`config.mk`:
```
export PLATFORM = sky130hd
export DESIGN_NAME = pet_input_conditioner_flat
export DESIGN_NICKNAME = d
export VERILOG_FILES = /design/src/rtl/pet_input_conditioner_if.sv /design/src/rtl/pet_input_conditioner.sv /design/src/flat_wrapper.sv
export SDC_FILE = /design/constraint.sdc
export NUM_CORES = 1
export LEC_CHECK = 0
export BUFFER_PORTS_ARGS = -buffer_cell sky130_fd_sc_hd__buf_2
export CORE_MARGIN = 1.5
export CORE_UTILIZATION = 45
export CTS_CLUSTER_DIAMETER = 40
export CTS_CLUSTER_SIZE = 30
export DETAILED_ROUTE_END_ITERATION = 10
export SLEW_MARGIN = 5
export SYNTH_ARGS = -nofsm -noshare
export SYNTH_HDL_FRONTEND = slang
export SYNTH_SLANG_ARGS = --single-unit
```
`constraint.sdc`:
```
create_clock -name clk -period 3.6 [get_ports clk]
set_input_delay 0.36 -clock clk [delete_from_list [all_inputs] [get_ports clk]]
set_output_delay 0.36 -clock clk [all_outputs]
set_load 0.01 [all_outputs]
```
`src/rtl/pet_input_conditioner_if.sv`:
```
// Raw button/touch inputs and conditioned event outputs of the pet input conditioner.
// The master side drives the raw pads; the slave side is the conditioner itself.
interface pet_input_conditioner_if;
  logic btn_c_raw;
  logic btn_u_raw;
  logic btn_d_raw;
  logic btn_l_raw;
  logic btn_r_raw;
  logic touch_raw;

  logic pressed;
  logic up;
  logic down;
  logic left;
  logic right;
  logic touched;
  logic petting;
  logic awaking;
  logic expecting;

  modport master (
    output btn_c_raw, btn_u_raw, btn_d_raw, btn_l_raw, btn_r_raw, touch_raw,
    input  pressed, up, down, left, right, touched, petting, awaking, expecting
  );

  modport slave (
    input  btn_c_raw, btn_u_raw, btn_d_raw, btn_l_raw, btn_r_raw, touch_raw,
    output pressed, up, down, left, right, touched, petting, awaking, expecting
  );
endinterface

```
`src/rtl/pet_input_conditioner.sv`:
```
// Synchronises/debounces the five buttons and touch pad, derives petting and
// activity, and runs the attention-request timer for the animation controller.
//
// state | meaning
// WAIT  | counting idle cycles since the last user activity, expecting=0
// ASK   | pet requests attention, expecting=1 until answered or window expires
module pet_input_conditioner #(
  parameter int unsigned DEB_CNT       = 1_000_000,
  parameter int unsigned PET_HOLD      = 200_000_000,
  parameter int unsigned EXPECT_PERIOD = 2_000_000_000,
  parameter int unsigned EXPECT_WINDOW = 500_000_000
) (
  input  logic                     clk,
  input  logic                     rst,
  pet_input_conditioner_if.slave   bus
);

  localparam int N_IN  = 6;
  localparam int TOUCH = 5;

  localparam logic [31:0] DEB_LAST    = 32'(DEB_CNT - 1);
  localparam logic [31:0] HOLD_MAX    = 32'(PET_HOLD);
  localparam logic [31:0] PERIOD_LAST = 32'(EXPECT_PERIOD - 1);
  localparam logic [31:0] WINDOW_LAST = 32'(EXPECT_WINDOW - 1);

  typedef enum logic {
    S_WAIT = 1'b0,
    S_ASK  = 1'b1
  } state_t;

  // bit order: 0=centre, 1=up, 2=down, 3=left, 4=right, 5=touch
  logic [N_IN-1:0] raw_in;
  logic [N_IN-1:0] sync_1;
  logic [N_IN-1:0] sync_2;
  logic [N_IN-1:0] stable;
  logic [N_IN-1:0] stable_q;
  logic [31:0]     deb_cnt [N_IN];

  logic [4:0]      btn_pulse;
  logic            touched;
  logic            touched_q;
  logic [31:0]     hold_cnt;
  logic            petting;
  logic            petting_q;
  logic            pet_fall;
  logic            activity;
  logic            awaking;

  state_t          state, state_nxt;
  logic [31:0]     idle_cnt, idle_cnt_nxt;
  logic [31:0]     win_cnt, win_cnt_nxt;

  assign raw_in = {bus.touch_raw, bus.btn_r_raw, bus.btn_l_raw,
                   bus.btn_d_raw, bus.btn_u_raw, bus.btn_c_raw};

  // Two-flop synchroniser; nothing downstream looks at raw_in directly.
  always_ff @(posedge clk) begin
    if (rst) begin
      sync_1 <= '0;
      sync_2 <= '0;
    end else begin
      sync_1 <= raw_in;
      sync_2 <= sync_1;
    end
  end

  always_ff @(posedge clk) begin
    if (rst) begin
      stable <= '0;
      for (int i = 0; i < N_IN; i++) begin
        deb_cnt[i] <= '0;
      end
    end else begin
      for (int i = 0; i < N_IN; i++) begin
        if (sync_2[i] == stable[i]) begin
          deb_cnt[i] <= '0;
        end else if (deb_cnt[i] == DEB_LAST) begin
          stable[i]  <= ~stable[i];
          deb_cnt[i] <= '0;
        end else begin
          deb_cnt[i] <= deb_cnt[i] + 32'd1;
        end
      end
    end
  end

  always_ff @(posedge clk) begin
    if (rst) begin
      stable_q  <= '0;
      btn_pulse <= '0;
      touched   <= 1'b0;
      touched_q <= 1'b0;
    end else begin
      stable_q  <= stable;
      btn_pulse <= stable[4:0] & ~stable_q[4:0];
      touched   <= stable[TOUCH];
      touched_q <= touched;
    end
  end

  // Hold counter saturates so petting stays up for as long as the touch lasts.
  always_ff @(posedge clk) begin
    if (rst) begin
      hold_cnt  <= '0;
      petting_q <= 1'b0;
    end else begin
      petting_q <= petting;
      if (!touched) begin
        hold_cnt <= '0;
      end else if (hold_cnt != HOLD_MAX) begin
        hold_cnt <= hold_cnt + 32'd1;
      end
    end
  end

  assign petting  = (hold_cnt == HOLD_MAX);
  assign pet_fall = petting_q & ~petting;
  assign activity = (|btn_pulse) | (touched & ~touched_q);

  always_ff @(posedge clk) begin
    if (rst) begin
      awaking <= 1'b0;
    end else begin
      awaking <= activity;
    end
  end

  always_ff @(posedge clk) begin
    if (rst) begin
      state    <= S_WAIT;
      idle_cnt <= '0;
      win_cnt  <= '0;
    end else begin
      state    <= state_nxt;
      idle_cnt <= idle_cnt_nxt;
      win_cnt  <= win_cnt_nxt;
    end
  end

  // Activity in the expiry cycle wins, so the pet never asks right after a press.
  always_comb begin
    state_nxt    = state;
    idle_cnt_nxt = idle_cnt;
    win_cnt_nxt  = win_cnt;
    case (state)
      S_WAIT: begin
        if (activity) begin
          idle_cnt_nxt = '0;
        end else if (idle_cnt == PERIOD_LAST) begin
          state_nxt   = S_ASK;
          win_cnt_nxt = '0;
        end else begin
          idle_cnt_nxt = idle_cnt + 32'd1;
        end
      end
      S_ASK: begin
        if (btn_pulse[0] || pet_fall || (win_cnt == WINDOW_LAST)) begin
          state_nxt    = S_WAIT;
          idle_cnt_nxt = '0;
        end else if (!petting) begin
          win_cnt_nxt = win_cnt + 32'd1;
        end
      end
      default: begin
        state_nxt    = S_WAIT;
        idle_cnt_nxt = '0;
      end
    endcase
  end

  assign bus.pressed   = btn_pulse[0];
  assign bus.up        = btn_pulse[1];
  assign bus.down      = btn_pulse[2];
  assign bus.left      = btn_pulse[3];
  assign bus.right     = btn_pulse[4];
  assign bus.touched   = touched;
  assign bus.petting   = petting;
  assign bus.awaking   = awaking;
  assign bus.expecting = (state == S_ASK);

endmodule

```
`src/flat_wrapper.sv`:
```
// flat-port wrapper written by rule: the top's interface ports become plain ports
module pet_input_conditioner_flat 
#(
  parameter int unsigned DEB_CNT       = 1_000_000,
  parameter int unsigned PET_HOLD      = 200_000_000,
  parameter int unsigned EXPECT_PERIOD = 2_000_000_000,
  parameter int unsigned EXPECT_WINDOW = 500_000_000
)
  (clk, rst, bus_btn_c_raw, bus_btn_u_raw, bus_btn_d_raw, bus_btn_l_raw, bus_btn_r_raw, bus_touch_raw, bus_pressed, bus_up, bus_down, bus_left, bus_right, bus_touched, bus_petting, bus_awaking, bus_expecting);
  pet_input_conditioner_if bus_i ();
  input  logic clk;
  input  logic rst;
  input wire logic [$bits(bus_i.btn_c_raw)-1:0] bus_btn_c_raw;
  input wire logic [$bits(bus_i.btn_u_raw)-1:0] bus_btn_u_raw;
  input wire logic [$bits(bus_i.btn_d_raw)-1:0] bus_btn_d_raw;
  input wire logic [$bits(bus_i.btn_l_raw)-1:0] bus_btn_l_raw;
  input wire logic [$bits(bus_i.btn_r_raw)-1:0] bus_btn_r_raw;
  input wire logic [$bits(bus_i.touch_raw)-1:0] bus_touch_raw;
  output wire logic [$bits(bus_i.pressed)-1:0] bus_pressed;
  output wire logic [$bits(bus_i.up)-1:0] bus_up;
  output wire logic [$bits(bus_i.down)-1:0] bus_down;
  output wire logic [$bits(bus_i.left)-1:0] bus_left;
  output wire logic [$bits(bus_i.right)-1:0] bus_right;
  output wire logic [$bits(bus_i.touched)-1:0] bus_touched;
  output wire logic [$bits(bus_i.petting)-1:0] bus_petting;
  output wire logic [$bits(bus_i.awaking)-1:0] bus_awaking;
  output wire logic [$bits(bus_i.expecting)-1:0] bus_expecting;
  assign bus_i.btn_c_raw = bus_btn_c_raw;
  assign bus_i.btn_u_raw = bus_btn_u_raw;
  assign bus_i.btn_d_raw = bus_btn_d_raw;
  assign bus_i.btn_l_raw = bus_btn_l_raw;
  assign bus_i.btn_r_raw = bus_btn_r_raw;
  assign bus_i.touch_raw = bus_touch_raw;
  assign bus_pressed = bus_i.pressed;
  assign bus_up = bus_i.up;
  assign bus_down = bus_i.down;
  assign bus_left = bus_i.left;
  assign bus_right = bus_i.right;
  assign bus_touched = bus_i.touched;
  assign bus_petting = bus_i.petting;
  assign bus_awaking = bus_i.awaking;
  assign bus_expecting = bus_i.expecting;
  pet_input_conditioner #(.DEB_CNT(DEB_CNT), .PET_HOLD(PET_HOLD), .EXPECT_PERIOD(EXPECT_PERIOD), .EXPECT_WINDOW(EXPECT_WINDOW)) u_core (.clk(clk), .rst(rst), .bus(bus_i));
endmodule
```
==> key figures <==
Power
  – Combinational power share: 0.023
  – Power per cell area: 480.0 mW/mm2
  – Worst IR Drop VDD: 0.0004655 V
  – Sw Pwr: 0.002098 W
  – Net Sw Frac: 0.2255
  – Sequential Power Share: 0.442
  – Clock power frac: 0.535
  – Leak: 6.600 nW
  – Internal power: 0.007206 W

Synth
  – Dominant synthesized flop cell: edfxtp_1
  – Synthesis Warnings: 0
  – Ranking of synthesized cells by area: edfxtp_1 36%, dfxtp_1 16%, nor2_1 6.8%, xor2_1 5.5%, xnor2_1 5.3%
  – Synth Cell Area: 0.01624 mm2
  – Most instantiated cells after synthesis: 292 x nor2_1, 192 x edfxtp_1, 129 x dfxtp_1, 121 x nand2_1, 111 x nand3_1
  – Synthesized instance count: 1,697
  – Syn Area/Cell: 9.568 um2
  – Synth area leader: edfxtp_1
  – Fraction of registers with async set/reset: 0
  – Sequential area share after synthesis: 0.5141
  – Synth cell types: 60
  – EDFF count, synth: 192
  – Number of synthesized register bits: 321
  – Synth top area share: 0.3551
  – Count leader, synth: nor2_1

Timing
  – Pin slew with the least headroom to its limit: 0.9441 ns
  – Unrepaired setup endpoints after global routing: no
  – Setup slack after layout: 0.4067 ns
  – Fin crit share: 0.8870
  – Setup Skew: 0.03437 ns
  – Hold Fails Final Rpt: 0
  – Slew Limit Fails: 0
  – # setup viols final: 0
  – Setup total negative slack: 0 ns
  – Worst slew margin: 0.3706
  – Max Freq: 313.2 MHz
  – Final Critical Period: 3.193 ns

Clock network
  – Post-CTS sizing: 0
  – Post-CTS setup buffers: 0
  – H-tree depth: 2
  – CTS tree: yes
  – Root Driver: clkbuf_16
  – Worst-Skew Late Latency: 0.59 ns
  – Reg clk slew, reported paths: 0.06 ns
  – Clk sinks: 321
  – CTS buffer count: 53
  – Clk buf depth: 3
  – CTS Hold Bufs: 5

Final layout
  – # diodes: 0
  – Layout cells sized above 1: 0.07368
  – Area Growth Syn to Fin: 19.38%
  – Fin util: 0.5450
  – Fillers: 3,272
  – Nets: 1,943

Critical path
  – Data required time of the worst path: 4.10 ns
  – Crit-path max FO: 29
  – CP dominant cell by count: or4_1
  – Crit. path cell count: 7
  – Critical path arrival: 3.69 ns
  – Worst R2R Path Depth: 7
  – Crit path from: u_core.idle_cnt[0]$_SDFFE_PP0P_
  – CP cell instances: ha_1 > nand4_1 > or3_1 > or4_1 > o31a_1 > or4_1 > a21oi_1
  – Worst path bufs/invs: 0
  – Setup crit end: u_core.win_cnt[12]$_SDFFE_PP0P_
  – CP Capture Type: flop
  – CP startpoint kind: flop
  – CP peak stage delay: 0.68 ns
  – Setup CP Type: reg -> reg
  – Worst R2R End: u_core.win_cnt[12]$_SDFFE_PP0P_
  – CP max-delay cell: or4_1
  – Register-to-register setup slack: 0.41 ns
  – CP delay by family, top: simple AND/OR/NAND/NOR gates
  – Worst reg2reg startpoint: u_core.idle_cnt[0]$_SDFFE_PP0P_

Die
  – Initial Util: 0.4565
  – I/O pin count: 17
  – Die area: 0.03723 mm2
  – Die Y-Extent: 193.0 um
  – Core ar.: 0.03557 mm2
  – Chip Width: 193.0 um
  – Rows: 69

Global route
  – Remaining global-route overflow: 0
  – Initial antenna violation count: 0
  – Largest net degree at the start of global routing: 57
  – Global-route wire length before repair: 54,900 um
  – Number of global-route vias before repair: 11,726
  – Tot GR Track Use: 0.1789

Place
  – Post-detail-place hpwl: 21,440 um
  – Port bufs: 16
  – Pre-CTS setup slack: 0.4254 ns
  – GPL Wtd Cong: 0.7996

Detailed routing
  – Avg WL per Cell: 13.33 um
  – Vias: 12,544
  – Vias per inst: 5.164
  – DRC: 0
  – ANT nets after route: 0
  – Detailed Route WL: 32,380 um
  – Initial DRC Count: 710
  – TritonRoute pass-1 iters: 4

Run status
  – Status: finished clean

Min path
  – Hold Path Class: in -> reg

Job
  – Max-cap violations: 0
per-layer routing:
metal,wire length (um),up-vias,global-route usage,part of all wire
met4,873,0,0.06982,0.027
met3,1228,60,0.03186,0.038
li1,-,6404,-,-
met5,0,-,0,0
met2,14410,161,0.2859,0.45
met1,15870,5919,0.2417,0.49
cells in the final DEF, fill, tap and decap left out, types with 8 or more instances in the layout:
| master | synthesis | routed |
|---|---|---|
| inv_1 | 44 | 44 |
| or4_1 | 20 | 20 |
| inv_6 | 0 | 9 |
| nand2b_1 | 11 | 11 |
| edfxtp_1 | 192 | 192 |
| nor2b_1 | 27 | 27 |
| nand2_1 | 121 | 121 |
| a21oi_1 | 65 | 65 |
| xor2_1 | 102 | 102 |
| and3_1 | 44 | 44 |
| xnor2_1 | 98 | 98 |
| nor2_1 | 292 | 292 |
| nor3_1 | 43 | 43 |
| clkbuf_16 | 0 | 56 |
| and4_1 | 18 | 18 |
| or3_1 | 42 | 42 |
| a311oi_1 | 21 | 21 |
| nand4_1 | 58 | 58 |
| ha_1 | 10 | 10 |
| nor4_1 | 45 | 44 |
| a31oi_1 | 8 | 8 |
| nand3_1 | 111 | 111 |
| dfxtp_1 | 129 | 129 |
| o21ai_0 | 44 | 44 |
| buf_2 | 4 | 15 |
| buf_4 | 1 | 26 |
| nor4b_1 | 17 | 17 |
| conb_1 | 1 | 192 |
| o31ai_1 | 9 | 8 |
layout make-up:
| type | instances | area, um2 | area share |
|---|---|---|---|
| Clock buffer | 67 | 1493 | 0.07701 |
| Tap cell | 461 | 576.8 | 0.02976 |
| Inverter | 45 | 168.9 | 0.008714 |
| Clock inverter | 31 | 286.5 | 0.01478 |
| Timing Repair Buffer | 46 | 320.3 | 0.01652 |
| Sequential cell | 321 | 8348 | 0.4307 |
| Multi-Input combinational cell | 1458 | 8190 | 0.4225 |
how the worst min path moves through the flow:
stage               slack (ns)                              to                          start  cells past startpoint
floorplan                 0.37  u_core.btn_pulse[0]$_SDFF_PP0_  u_core.stable_q[0]$_SDFF_PP0_                      1
global placement          0.38  u_core.btn_pulse[0]$_SDFF_PP0_  u_core.stable_q[0]$_SDFF_PP0_                      1
detailed placement        0.38  u_core.btn_pulse[3]$_SDFF_PP0_  u_core.stable_q[3]$_SDFF_PP0_                      1
CTS                       0.03     u_core.sync_1[5]$_SDFF_PP0_                  bus_touch_raw                      2
global route              0.04     u_core.sync_1[5]$_SDFF_PP0_                  bus_touch_raw                      2
finish                    0.06     u_core.sync_1[5]$_SDFF_PP0_                  bus_touch_raw                      2
worst register-to-register path, cell delays in order (launching register included):
cell and delay, ns:
dfxtp_1 0.40, ha_1 0.23, nand4_1 0.12, or3_1 0.47, or4_1 0.69, o31a_1 0.45
or4_1 0.61, a21oi_1 0.15
through the flow:
step / instance area [um2] / total power, W / hold WS, ns / std cells
floorplan: 16950 / 0.004325 / 0.3674 / 1888
global placement: 17550 / 0.004381 / 0.3829 / 2326
detailed placement: 17550 / 0.004387 / 0.3789 / 2326
CTS: 19380 / 0.009427 / 0.02982 / 2429
global route: 19380 / 0.009643 / 0.03952 / 2429
finish: 19380 / 0.009304 / 0.05881 / 2429
registers in the layout, indices dropped and copies added, names as in the netlist:
register / count
u_core.deb_cnt: 192
u_core.hold_cnt: 32
u_core.idle_cnt: 32
u_core.win_cnt: 32
u_core.stable: 6
u_core.sync_1: 6
u_core.sync_2: 6
u_core.btn_pulse: 5
u_core.stable_q: 5
u_core.bus.awaking: 1
u_core.bus.expecting: 1
u_core.bus.touched: 1
u_core.petting_q: 1
u_core.touched_q: 1
power by group through the flow:
| stage | Sequential (W) | Combinational (W) | Clock (W) |
|---|---|---|---|
| 2_1_floorplan | 0.00415 | 0.000177 | 0 |
| 3_3_place_gp | 0.00418 | 0.000205 | 0 |
| 3_5_place_dp | 0.00418 | 0.000206 | 0 |
| 4_1_cts | 0.00411 | 0.000212 | 0.00511 |
| 5_1_grt | 0.00412 | 0.000252 | 0.00527 |
| 6_report | 0.00411 | 0.000215 | 0.00498 |
cells by family after synthesis:
group,after synthesis,share of synthesized area
and+or+nand+nor,875,0.2730
DFF,321,0.5141
xor gates and xnor gates,200,0.1079
AOI/OAI and AO/OA,174,0.06643
buffers and inverters,109,0.02628
adders and majority gates,10,0.007706
muxes,7,0.004315
other,1,0.0002310
Note: power is estimated with default switching activity, not from simulation.
